==> config.mk <==
export PLATFORM = sky130hd
export DESIGN_NAME = scan_sequenced_shift_register
export DESIGN_NICKNAME = d
export VERILOG_FILES = /design/src/rtl/scan_sequenced_shift_register.sv
export SDC_FILE = /design/constraint.sdc
export NUM_CORES = 1
export LEC_CHECK = 0
export ABC_AREA = 1
export BUFFER_PORTS_ARGS = -buffer_cell sky130_fd_sc_hd__buf_2
export CORE_ASPECT_RATIO = 1.2
export CORE_UTILIZATION = 24
export CTS_BUF_LIST = sky130_fd_sc_hd__clkbuf_4
export DETAILED_ROUTE_END_ITERATION = 12
export PLACE_DENSITY_LB_ADDON = 0.1
export SLEW_MARGIN = 40
export SYNTH_ARGS = -nofsm -noshare
export SYNTH_HDL_FRONTEND = slang
export SYNTH_SLANG_ARGS = --single-unit
==> constraint.sdc <==
create_clock -name clk -period 2.4 [get_ports clk]
set_clock_uncertainty 0.15 [all_clocks]
set_input_delay 0.24 -clock clk [delete_from_list [all_inputs] [get_ports clk]]
set_output_delay 0.24 -clock clk [all_outputs]
set_load 0.05 [all_outputs]
==> src/rtl/scan_sequenced_shift_register.sv <==
`default_nettype none
// ============================================================================
//  Module      : scan_sequenced_shift_register
//  Description : Sequenced serial shift register with a capture/shift/update
//                shadow stage and a test scan path that overrides the sequencer.
//  Revision    : 1.0  initial release
// ============================================================================
module scan_sequenced_shift_register #(
    parameter int WIDTH       = 8,
    parameter int MSB_FIRST   = 1,
    parameter int AUTO_UPDATE = 1,
    localparam int LEN_W      = $clog2(WIDTH + 1)
) (
    input  logic             clk,
    input  logic             rst,
    input  logic             capture,
    input  logic [WIDTH-1:0] data_in,
    input  logic             shift_start,
    input  logic [LEN_W-1:0] shift_len,
    input  logic             update,
    input  logic             abort,
    input  logic             shift_in,
    output logic             shift_out,
    output logic [WIDTH-1:0] data_out,
    output logic             busy,
    output logic             done,
    input  logic             scan_enable,
    input  logic             scan_in,
    output logic             scan_out
);

    localparam logic [LEN_W-1:0] c_width_len = LEN_W'(WIDTH);
    localparam logic [LEN_W-1:0] c_one       = LEN_W'(1);

    typedef enum logic [1:0] {
        ST_IDLE   = 2'd0,
        ST_SHIFT  = 2'd1,
        ST_UPDATE = 2'd2
    } state_t;

    state_t             r_state;
    logic [WIDTH-1:0]   r_shift_reg;
    logic [WIDTH-1:0]   r_data_out;
    logic [LEN_W-1:0]   r_cnt;
    logic               r_done;

    logic [WIDTH-1:0]   w_scan_next;
    logic [WIDTH-1:0]   w_shift_next;
    logic [LEN_W-1:0]   w_len_eff;

    // The scan chain always moves toward the MSB so scan_out is a fixed tap.
    generate
        if (WIDTH == 1) begin : g_w1
            assign w_scan_next  = scan_in;
            assign w_shift_next = shift_in;
            assign shift_out    = r_shift_reg[0];
        end else begin : g_wn
            assign w_scan_next = {r_shift_reg[WIDTH-2:0], scan_in};
            if (MSB_FIRST != 0) begin : g_msb
                assign w_shift_next = {r_shift_reg[WIDTH-2:0], shift_in};
                assign shift_out    = r_shift_reg[WIDTH-1];
            end else begin : g_lsb
                assign w_shift_next = {shift_in, r_shift_reg[WIDTH-1:1]};
                assign shift_out    = r_shift_reg[0];
            end
        end
    endgenerate

    assign w_len_eff = ((shift_len == '0) || (shift_len > c_width_len)) ? c_width_len : shift_len;

    always_ff @(posedge clk) begin
        if (rst) begin
            r_state     <= ST_IDLE;
            r_shift_reg <= '0;
            r_data_out  <= '0;
            r_cnt       <= '0;
            r_done      <= 1'b0;
        end else if (scan_enable) begin
            r_shift_reg <= w_scan_next;
            r_done      <= 1'b0;
        end else begin
            r_done <= 1'b0;
            case (r_state)
                ST_IDLE: begin
                    if (capture) begin
                        r_shift_reg <= data_in;
                    end else if (shift_start) begin
                        r_cnt   <= w_len_eff;
                        r_state <= ST_SHIFT;
                    end else if (update) begin
                        r_data_out <= r_shift_reg;
                    end
                end
                ST_SHIFT: begin
                    if (abort) begin
                        r_cnt   <= '0;
                        r_state <= ST_IDLE;
                    end else begin
                        r_shift_reg <= w_shift_next;
                        r_cnt       <= r_cnt - c_one;
                        if (r_cnt == c_one) begin
                            if (AUTO_UPDATE != 0) begin
                                r_state <= ST_UPDATE;
                            end else begin
                                r_state <= ST_IDLE;
                                r_done  <= 1'b1;
                            end
                        end
                    end
                end
                ST_UPDATE: begin
                    r_data_out <= r_shift_reg;
                    r_done     <= 1'b1;
                    r_state    <= ST_IDLE;
                end
                default: begin
                    r_state <= ST_IDLE;
                end
            endcase
        end
    end

    assign data_out = r_data_out;
    assign busy     = (r_state != ST_IDLE);
    assign done     = r_done;
    assign scan_out = r_shift_reg[WIDTH-1];

endmodule
`default_nettype wire

==> reports/summary.log <==
INFO  global_route   globalRouteOverflowTotal=0
INFO  drt            ant_nets=0
INFO  drt            route.detailed.vias_per_inst=4.22
INFO  clocking       cts_tree=yes
INFO  die            initial_utilization=0.248
INFO  placed_design  placedInstanceArea=1420squm
INFO  final_layout   filler_cell_count=575
INFO  pwr            peakVddDrop=0.188mV
INFO  worst_hold_path origin_of_the_worst_min_delay_path=abort
INFO  clocking       numCtsBuffers=3
INFO  logic_synthesis avgSynthCellArea=6.29squm
INFO  critical_path  timing.critical_path.required=2520ps
INFO  die            die_area=5350squm
INFO  critical_path  register_to_register_setup_slack=660ps
INFO  global_route   grt_pass1_wl=4800um
INFO  clocking       clk_path_buf_depth=2
INFO  job            drv_cap=0
INFO  clocking       clock_sinks=23
INFO  pwr            design_power_total=0.967mW
INFO  final_layout   instances_no_fill=286
INFO  global_route   grt_usage=0.120
INFO  critical_path  timing_startpoint_of_the_critical_path=r_state[1]
INFO  timing         tns=0ps
INFO  clocking       number_of_levels_the_h_tree_was_split_into=1
INFO  pwr            power.density=657nW/um^2
INFO  placed_design  post-dp-hpwl=2200um
INFO  critical_path  worst_setup_path_start_kind=flip-flop
INFO  timing         finalSetupViolCount=0
INFO  critical_path  crit_chain=inv_1, nand2_1, inv_1, nand2_4, nand3_4, inv_2, nor2_1, nor2_1
INFO  final_layout   layout.cells.most_common_list=sky130_fd_sc_hd__nand2_1, sky130_fd_sc_hd__nor2_1, sky130_fd_sc_hd__buf_2
INFO  placed_design  dp_worst_setup_slack=679ps
INFO  critical_path  endpoint_kind=flip-flop
INFO  die            placeableCoreArea=4900squm
INFO  timing         achievable-frequency=0.575GHz
INFO  clocking       clock_insertion_delay_worst_skew=320ps
INFO  die            die-width=67.0um
INFO  logic_synthesis synth.cell_area=1210squm
INFO  drt            routedWlPerCell=10.0um
INFO  final_layout   nets=250
INFO  critical_path  cpMaxStageDelayCell=sky130_fd_sc_hd__dfxtp_1
INFO  final_layout   post_route_cells_drive_above_1_share=0.190
INFO  die            ios=33
INFO  critical_path  cp.arrival=1860ps
INFO  final_layout   synthToLayoutAreaGrowth=21.1%
INFO  final_layout   post-route-util=0.300
INFO  critical_path  r2r-start=r_state[1]
INFO  drt            wl=2870um
INFO  timing         slew_headroom=0.545
INFO  drt            firstDrtPassIters=5
INFO  timing         worst-slew-pin-transition=682ps
INFO  pwr            power.static_leakage=0.770nW
INFO  clocking       register_clock_pin_slew_on_the_reported_worst_setup_and_hold_paths=130ps
INFO  die            row_count=28
INFO  critical_path  critical_path.max_fanout=14
INFO  die            floorplan.die.height=79.9um
INFO  logic_synthesis synth_warnings=0
INFO  critical_path  critPathMaxStageDelay=380ps
INFO  worst_hold_path holdCritPathClass=in -> reg
INFO  drt            drt_iter0_drc=38
INFO  clocking       cts_resized=0
INFO  logic_synthesis synth_cell_types=21
INFO  logic_synthesis seq_area_frac_synth=0.379
INFO  timing         finalMaxSlewViolations=0
INFO  timing         final_hold_violating_endpoints=0
INFO  logic_synthesis synthesized_netlist_cell_count=193
INFO  timing         final.setup.worst_slack=662ps
INFO  final_layout   inserted_diodes=0
INFO  drt            remaining_drc_errors=0
INFO  critical_path  setup.worst_path.class=reg -> reg
INFO  timing         rsz0062_at_grt=false
INFO  placed_design  placement.io_buffers=32
INFO  timing         min_period_over_period=0.724
INFO  logic_synthesis syn_nets=216
INFO  placed_design  place.gp.congestion=0.793
INFO  placed_design  post-place-cells=280
INFO  global_route   vias_in_the_first_global_route=1142
INFO  timing         holdWs=82.8ps
INFO  timing         finalCriticalPeriod=1740ps
INFO  global_route   grt_start_max_net_pins=23
INFO  final_layout   post-route-cell-area=1470squm
INFO  final_layout   layout_commonest_cell=sky130_fd_sc_hd__nand2_1
INFO  global_route   antenna_found_initial=0
INFO  logic_synthesis yosys_reg_bits=23
INFO  run_status     run_status=completed
INFO  clocking       clk_root_buffer_cell=sky130_fd_sc_hd__clkbuf_4
INFO  drt            dr_total_vias=1207
==> power by group <==
part	leakage (nW)	internal, mW	switching, mW	total (mW)
registers	0.189	0.423	0.0260	0.449
logic	0.562	0.0995	0.217	0.316
clock network	0.0184	0.0764	0.126	0.202
==> cell usage after synthesis <==
library cell,n,area share
sky130_fd_sc_hd__inv_1,23,0.071
sky130_fd_sc_hd__buf_4,1,0.0062
sky130_fd_sc_hd__nand3_4,1,0.014
sky130_fd_sc_hd__o21ai_0,13,0.054
sky130_fd_sc_hd__buf_2,2,0.0082
sky130_fd_sc_hd__nand2_2,1,0.0052
sky130_fd_sc_hd__nor4_1,1,0.0052
sky130_fd_sc_hd__nand2_4,1,0.0093
sky130_fd_sc_hd__buf_6,1,0.0093
sky130_fd_sc_hd__nor2_4,1,0.0093
sky130_fd_sc_hd__xnor2_1,1,0.0072
sky130_fd_sc_hd__nand2_1,53,0.16
sky130_fd_sc_hd__dfxtp_1,23,0.38
sky130_fd_sc_hd__nand3_1,17,0.070
sky130_fd_sc_hd__nor2_2,1,0.0052
sky130_fd_sc_hd__ha_1,2,0.021
sky130_fd_sc_hd__nand4_1,1,0.0052
sky130_fd_sc_hd__clkbuf_1,2,0.0062
sky130_fd_sc_hd__a21oi_1,3,0.012
sky130_fd_sc_hd__nor2_1,44,0.14
sky130_fd_sc_hd__inv_2,1,0.0031
==> cell families (layout without fill, tap and decap cells) <==
logic type / count (synthesis) / count (layout) / share of synthesized area
AOI/OAI and AO/OA: 16 / 16 / 0.0659
xor gates and xnor gates: 1 / 1 / 0.00721
adders and majority gates: 2 / 2 / 0.0206
buffers and inverters: 30 / 63 / 0.104
DFF: 23 / 23 / 0.379
and+or+nand+nor: 121 / 121 / 0.423
==> what timing repair did <==
item	4_1_cts	5_1_grt
hold buffers	2	0
hold endpoints to repair	1	0
buffers inserted	0	0
==> worst paths after layout <==
path / depth (start not counted) / to
worst max-delay path: 8 / r_shift_reg[3]
worst min-delay path: 4 / r_cnt[3]
worst max register to register: 8 / r_shift_reg[3]
worst min register to register: 2 / data_out[6]
==> critical path: cells and delay by family, from the launching register on <==
family	cells	cell delay [ps]
buffers and inverters	3	420
flip-flops	1	380
AND/OR/NAND/NOR	5	720
==> routing by layer <==
metal	routed length (um)	up-vias	part of all wire	GRT usage
met5	0	-	0	0
met4	59	0	0.021	0.0574
met3	130	5	0.045	0.0243
met2	1400	36	0.49	0.226
met1	1280	509	0.45	0.121
li1	-	657	-	-
==> final cells by class <==
| type | count | area [sq um] | share of cell area |
|---|---|---|---|
| multi-input cells | 140 | 628 | 0.427 |
| flip-flops and latches | 23 | 460 | 0.313 |
| repair buffers | 35 | 188 | 0.128 |
| inverters | 24 | 90.1 | 0.0612 |
| well taps | 60 | 75.1 | 0.0510 |
| clock buffers | 4 | 30.0 | 0.0204 |
Power figures use the tool's default switching activity.
